## src/rtl/multicycle_processor.sv

```systemverilog
// Multicycle processor: a single shared memory port serves both fetch and data,
// and an FSM sequences fetch/decode/execute/memory/writeback.
module multicycle_processor #(
  parameter int                DATA_W   = 32,
  parameter int                NREG     = 16,
  parameter logic [DATA_W-1:0] RESET_PC = '0
) (
  input  logic              clk,
  input  logic              rst,
  output logic              mem_req,
  output logic              mem_we,
  output logic [DATA_W-1:0] mem_addr,
  output logic [DATA_W-1:0] mem_wdata,
  input  logic [DATA_W-1:0] mem_rdata,
  input  logic              mem_ready,
  output logic [DATA_W-1:0] pc,
  output logic              retire,
  output logic              halted
);

  localparam int RW = (NREG > 1) ? $clog2(NREG) : 1;
  localparam logic [DATA_W-1:0] PC_STEP = DATA_W'(4);

  localparam logic [3:0] OP_ADD  = 4'd0;
  localparam logic [3:0] OP_SUB  = 4'd1;
  localparam logic [3:0] OP_AND  = 4'd2;
  localparam logic [3:0] OP_ORR  = 4'd3;
  localparam logic [3:0] OP_ADDI = 4'd4;
  localparam logic [3:0] OP_LDR  = 4'd5;
  localparam logic [3:0] OP_STR  = 4'd6;
  localparam logic [3:0] OP_B    = 4'd7;
  localparam logic [3:0] OP_BEQ  = 4'd8;
  localparam logic [3:0] OP_CMP  = 4'd9;
  localparam logic [3:0] OP_HLT  = 4'd15;

  typedef enum logic [2:0] {FETCH, DECODE, EXEC, MEM, WB, HALT} state_t;

  state_t            state, state_next;
  logic [31:0]       ir;
  logic [DATA_W-1:0] regs [NREG];
  logic [DATA_W-1:0] a_val, b_val, d_val, res;
  logic [DATA_W-1:0] alu_res, simm, diff;
  logic [DATA_W:0]   sub_full;
  logic              flag_n, flag_z, flag_c, flag_v;
  logic [3:0]        op;
  logic [RW-1:0]     rd_idx, rn_idx, rm_idx;
  logic              branch_taken;

  assign op       = ir[31:28];
  assign rd_idx   = ir[24 +: RW];
  assign rn_idx   = ir[20 +: RW];
  assign rm_idx   = ir[16 +: RW];
  assign simm     = {{(DATA_W-16){ir[15]}}, ir[15:0]};
  // Subtraction as rn + ~rm + 1 so the top bit is the no-borrow carry
  assign sub_full = {1'b0, a_val} + {1'b0, ~b_val} + {{DATA_W{1'b0}}, 1'b1};
  assign diff     = sub_full[DATA_W-1:0];
  assign branch_taken = (op == OP_B) || ((op == OP_BEQ) && flag_z);
  assign halted   = (state == HALT);

  always_comb begin
    alu_res = '0;
    case (op)
      OP_ADD:  alu_res = a_val + b_val;
      OP_SUB:  alu_res = diff;
      OP_AND:  alu_res = a_val & b_val;
      OP_ORR:  alu_res = a_val | b_val;
      default: alu_res = a_val + simm;
    endcase
  end

  always_ff @(posedge clk or negedge rst) begin
    if (!rst) state <= FETCH;
    else      state <= state_next;
  end

  always_comb begin
    state_next = state;
    retire     = 1'b0;
    case (state)
      FETCH:  if (mem_ready) state_next = DECODE;
      DECODE: state_next = EXEC;
      EXEC: begin
        case (op)
          OP_ADD, OP_SUB, OP_AND, OP_ORR, OP_ADDI: state_next = WB;
          OP_LDR, OP_STR: state_next = MEM;
          OP_HLT: begin
            state_next = HALT;
            retire     = 1'b1;
          end
          default: begin
            state_next = FETCH;
            retire     = 1'b1;
          end
        endcase
      end
      MEM: begin
        if (mem_ready) begin
          if (op == OP_STR) begin
            state_next = FETCH;
            retire     = 1'b1;
          end else begin
            state_next = WB;
          end
        end
      end
      WB: begin
        state_next = FETCH;
        retire     = 1'b1;
      end
      HALT:    state_next = HALT;
      default: state_next = FETCH;
    endcase
  end

  // Memory outputs are gated by rst so a reset abandons any transaction at once
  always_comb begin
    mem_req   = 1'b0;
    mem_we    = 1'b0;
    mem_addr  = '0;
    mem_wdata = '0;
    if (rst) begin
      case (state)
        FETCH: begin
          mem_req  = 1'b1;
          mem_addr = pc;
        end
        MEM: begin
          mem_req   = 1'b1;
          mem_we    = (op == OP_STR);
          mem_addr  = res;
          mem_wdata = d_val;
        end
        default: ;
      endcase
    end
  end

  always_ff @(posedge clk or negedge rst) begin
    if (!rst) begin
      pc     <= RESET_PC;
      ir     <= '0;
      a_val  <= '0;
      b_val  <= '0;
      d_val  <= '0;
      res    <= '0;
      flag_n <= 1'b0;
      flag_z <= 1'b0;
      flag_c <= 1'b0;
      flag_v <= 1'b0;
      for (int i = 0; i < NREG; i++) regs[i] <= '0;
    end else begin
      case (state)
        FETCH: begin
          if (mem_ready) begin
            ir <= mem_rdata[31:0];
            pc <= pc + PC_STEP;
          end
        end
        DECODE: begin
          a_val <= regs[rn_idx];
          b_val <= regs[rm_idx];
          d_val <= regs[rd_idx];
        end
        EXEC: begin
          res <= alu_res;
          if (op == OP_CMP) begin
            flag_n <= diff[DATA_W-1];
            flag_z <= (diff == '0);
            flag_c <= sub_full[DATA_W];
            flag_v <= (a_val[DATA_W-1] != b_val[DATA_W-1]) &&
                      (diff[DATA_W-1] != a_val[DATA_W-1]);
          end
          // pc already points past the branch, so the offset is relative to pc+4
          if (branch_taken) pc <= pc + (simm << 2);
        end
        MEM: begin
          if (mem_ready && (op == OP_LDR)) res <= mem_rdata;
        end
        WB: regs[rd_idx] <= res;
        default: ;
      endcase
    end
  end

endmodule

```

## config.mk

```make
export PLATFORM = sky130hd
export DESIGN_NAME = multicycle_processor
export DESIGN_NICKNAME = d
export VERILOG_FILES = /design/src/rtl/multicycle_processor.sv
export SDC_FILE = /design/constraint.sdc
export NUM_CORES = 2
export LEC_CHECK = 0
export CORE_MARGIN = 4
export CORE_UTILIZATION = 60
export DETAILED_ROUTE_END_ITERATION = 6
export PLACE_DENSITY = 0.76
export SYNTH_ARGS = -nofsm -noshare
export SYNTH_HDL_FRONTEND = slang
export SYNTH_SLANG_ARGS = --single-unit
```

## constraint.sdc

```tcl
create_clock -name clk -period 6.3 [get_ports clk]
set_input_delay 0.63 -clock clk [delete_from_list [all_inputs] [get_ports clk]]
set_output_delay 0.63 -clock clk [all_outputs]
set_load 0.02 [all_outputs]
```

==> results.toml <==
[die]
num_rows = 100
die_y_microns = 282.2
die_area_sq_mm = 0.07962
io_pins = 135
die-width_microns = 282.2
start_util_pct = 60.58
core_area_sq_mm = 0.07445

[yosys]
ys_types = 82
syn_avg_cell_area_sq_um = 13.16
synth.top_cell.area_share_pct = 39.17
synth_seq_cells = 706
synth_async_sr_flop_share_pct = 100.0
synth_flop_cell = "dfrtp_1"
synth_edf_count = 0
netlist_instances = 3428
ys_seq_area_share_pct = 39.17
syn_area_sq_mm = 0.04510
synth_area_leader_cell = "dfrtp_1"
yosysWarnings = 0
synth.area.top_cells = "dfrtp_1 (39%), mux4_2 (24%), mux2_2 (14%)"

[layout]
fin_util_pct = 67.26
area.growth.synth_to_final_pct = 11.02
mostFrequentLayoutCell = "dfrtp_1"
fin_nets = 3627
drive_gt1_share_pct = 37.34
fillCellCount = 5109
final_cell_mix = "dfrtp_1 (694), mux2_2 (576), mux4_2 (480), nand2_1 (184), ha_1 (158)"

[sta]
worst_slack_ns = 1.391
grt_setup_unrepaired = "no"
relSlewSlack_pct = 26.10
period_share_pct = 77.91
tns_ns = 0
hold_viol = 0
maxSlewViolCount = 0
max_freq_ghz = 0.2037
fin_crit_ns = 4.909
max_slew.worst_pin.slew_ns = 1.105
finalSetupViolations = 0
finClkSkew_ns = 0.02336

[outcome]
status = "complete, but fails checks"
violations = "DRC"

[place]
dpl.hpwl_microns = 88070
post-place-ws_ns = 1.479
io_buffers = 132
gp_congestion = 0.9243

[grt]
gr-usage-all-layers_pct = 35.50
grt_pass1_wl_microns = 211400
antenna_found_initial = 10
grt_overflow = 0
grt_pass1_vias = 33050
grt_max_degree = 164

[drt]
first_pass_iters = 7
drt_iter0_drc = 3831
ant_nets = 0
via_per_inst = 7.203
routed_wl_microns = 139000
drc_errors = 1
wl_per_cell_microns = 31.15
vias = 32140

[power]
ir_worst_vdd_mv = 0.3815
power.switching_mw = 13.09
power_frac_comb_pct = 53.7
p_clk_share_pct = 16.3
p_per_area_mw_per_mm2 = 602.7
p_seq_share_pct = 30.1
p_leak_nw = 21.89
switching_share_pct = 43.38
internal_power_mw = 17.09

[cts]
postCtsSetupRepairBufs = 0
clk_path_buf_depth = 3
cts.repair.resized = 0
clock_sinks = 706
htree_levels = 3
path_clk_slew_ns = 0.06
cts_buffers = 79
cts_tree = "done"
postCtsHoldBufs = 1
clk-insertion-delay-late_ns = 0.64
root_buffer = "clkbuf_16"

[critical_path]
r2r-end = "res[25]"
reg2reg_slack_ns = 1.39
worstPathArrival_ns = 5.45
worstSetupPathType = "register to register"
regToRegStartpoint = "ir[30]"
end_kind = "register"
reg2reg_depth = 16
crit_path_max_fanout = 15
start_kind = "register"
cp.required_ns = 6.84

[min_path]
holdPathStages = 1
hold_start = "d_val[9]"
hold_path.class = "register to register"
min_to = "d_val[9]"

[run]
maxCapViolations = 0
[how the worst max path moves through the flow]
| stage | to | start | depth (start not counted) |
|---|---|---|---|
| 2_1_floorplan | res[24] | ir[30] | 17 |
| 3_3_place_gp | res[25] | ir[30] | 16 |
| 3_5_place_dp | res[25] | ir[30] | 16 |
| 4_1_cts | res[25] | ir[30] | 16 |
| 5_1_grt | res[25] | ir[30] | 16 |
| 6_report | res[25] | ir[30] | 16 |
[power by group through the flow]
stage	registers (mW)	logic, mW	clock network, mW
2_1_floorplan	7.56	12.4	0
3_3_place_gp	8.73	15.7	0
3_5_place_dp	9.01	16.0	0
4_1_cts	8.96	16.1	4.95
5_1_grt	9.30	17.3	5.15
6_report	9.08	16.2	4.91
[sequential cells by signal (all words and copies together) (netlist names)]
signal,count
regs,512
a_val,32
b_val,32
d_val,32
ir,32
res,32
pc,30
state,3
flag_z,1
[per-layer routing]
metal | up-vias | share of wire (%) | GRT usage, %
met5 | - | 0.024 | 0
met2 | 1998 | 47 | 55.16
met3 | 348 | 11 | 8.526
met1 | 16660 | 38 | 49.69
li1 | 13130 | - | -
met4 | 4 | 4.0 | 13.03
[logic make-up after synthesis]
kind of cell	synth area share, %
multiplexers	39.08
flip-flops	39.17
AND/OR/NAND/NOR	5.407
AO/OA/AOI/OAI	7.038
buffers and inverters	3.221
adder cells (fa/ha/maj)	4.516
XOR/XNOR	1.554
other	0.008315
[Yosys cell counts, drive strengths merged, types with 5 or more instances]
cell type,instances
or2,5
a21oi,125
nor2,120
nand2,190
o211ai,9
nand4,6
mux4,480
o21ai,150
clkbuf,202
nand2b,12
o221ai,12
or3,10
a21o,33
buf,69
xnor2,58
ha,158
a22o,30
and3,6
a22oi,6
o31ai,17
a31oi,15
mux2i,6
a221oi,6
inv,113
a211oi,5
and2,55
mux2,600
dfrtp,706
o22ai,6
xor2,22
nor4,11
nor2b,23
nand3,22
nor3,45
o21a,10
o21bai,21
o41ai,6
a221o,6
[final cells by class]
| class | instances | area [sq um] | area share [%] |
|---|---|---|---|
| tap | 969 | 1212 | 2.421 |
| multi-input combinational | 2339 | 26110 | 52.14 |
| inverter | 113 | 424.2 | 0.8471 |
| antenna | 1 | 2.502 | 0.004998 |
| timing repair buffer | 192 | 1879 | 3.753 |
| clock buffer | 114 | 2331 | 4.656 |
| clock inverter | 28 | 415.4 | 0.8296 |
| sequential | 706 | 17700 | 35.35 |
[critical path, stage by stage (launching register included)]
cell and delay (ns):
dfrtp_1 0.44, or2_2 0.48, nor3_2 0.20, buf_4 0.27
mux2_2 0.37, ha_1 0.27, a21oi_1 0.22, nor2_1 0.11
nor4_1 0.39, o31ai_1 0.23, a41oi_1 0.42, nor2_1 0.12
a21oi_1 0.53, o31ai_1 0.20, xnor2_1 0.16, o221a_2 0.27
nor3_1 0.13
[stage by stage]
| stage | hold WS (ns) | total power, mW | cells | area (sq um) |
|---|---|---|---|---|
| 2_1_floorplan | 0.3344 | 19.98 | 3429 | 45100 |
| 3_3_place_gp | 0.4830 | 24.46 | 4318 | 47310 |
| 3_5_place_dp | 0.4874 | 24.96 | 4318 | 47310 |
| 4_1_cts | 0.5009 | 29.96 | 4461 | 50070 |
| 5_1_grt | 0.5178 | 31.70 | 4461 | 50070 |
| 6_report | 0.4946 | 30.18 | 4462 | 50070 |
No activity file was read; power rests on OpenSTA's default activity.
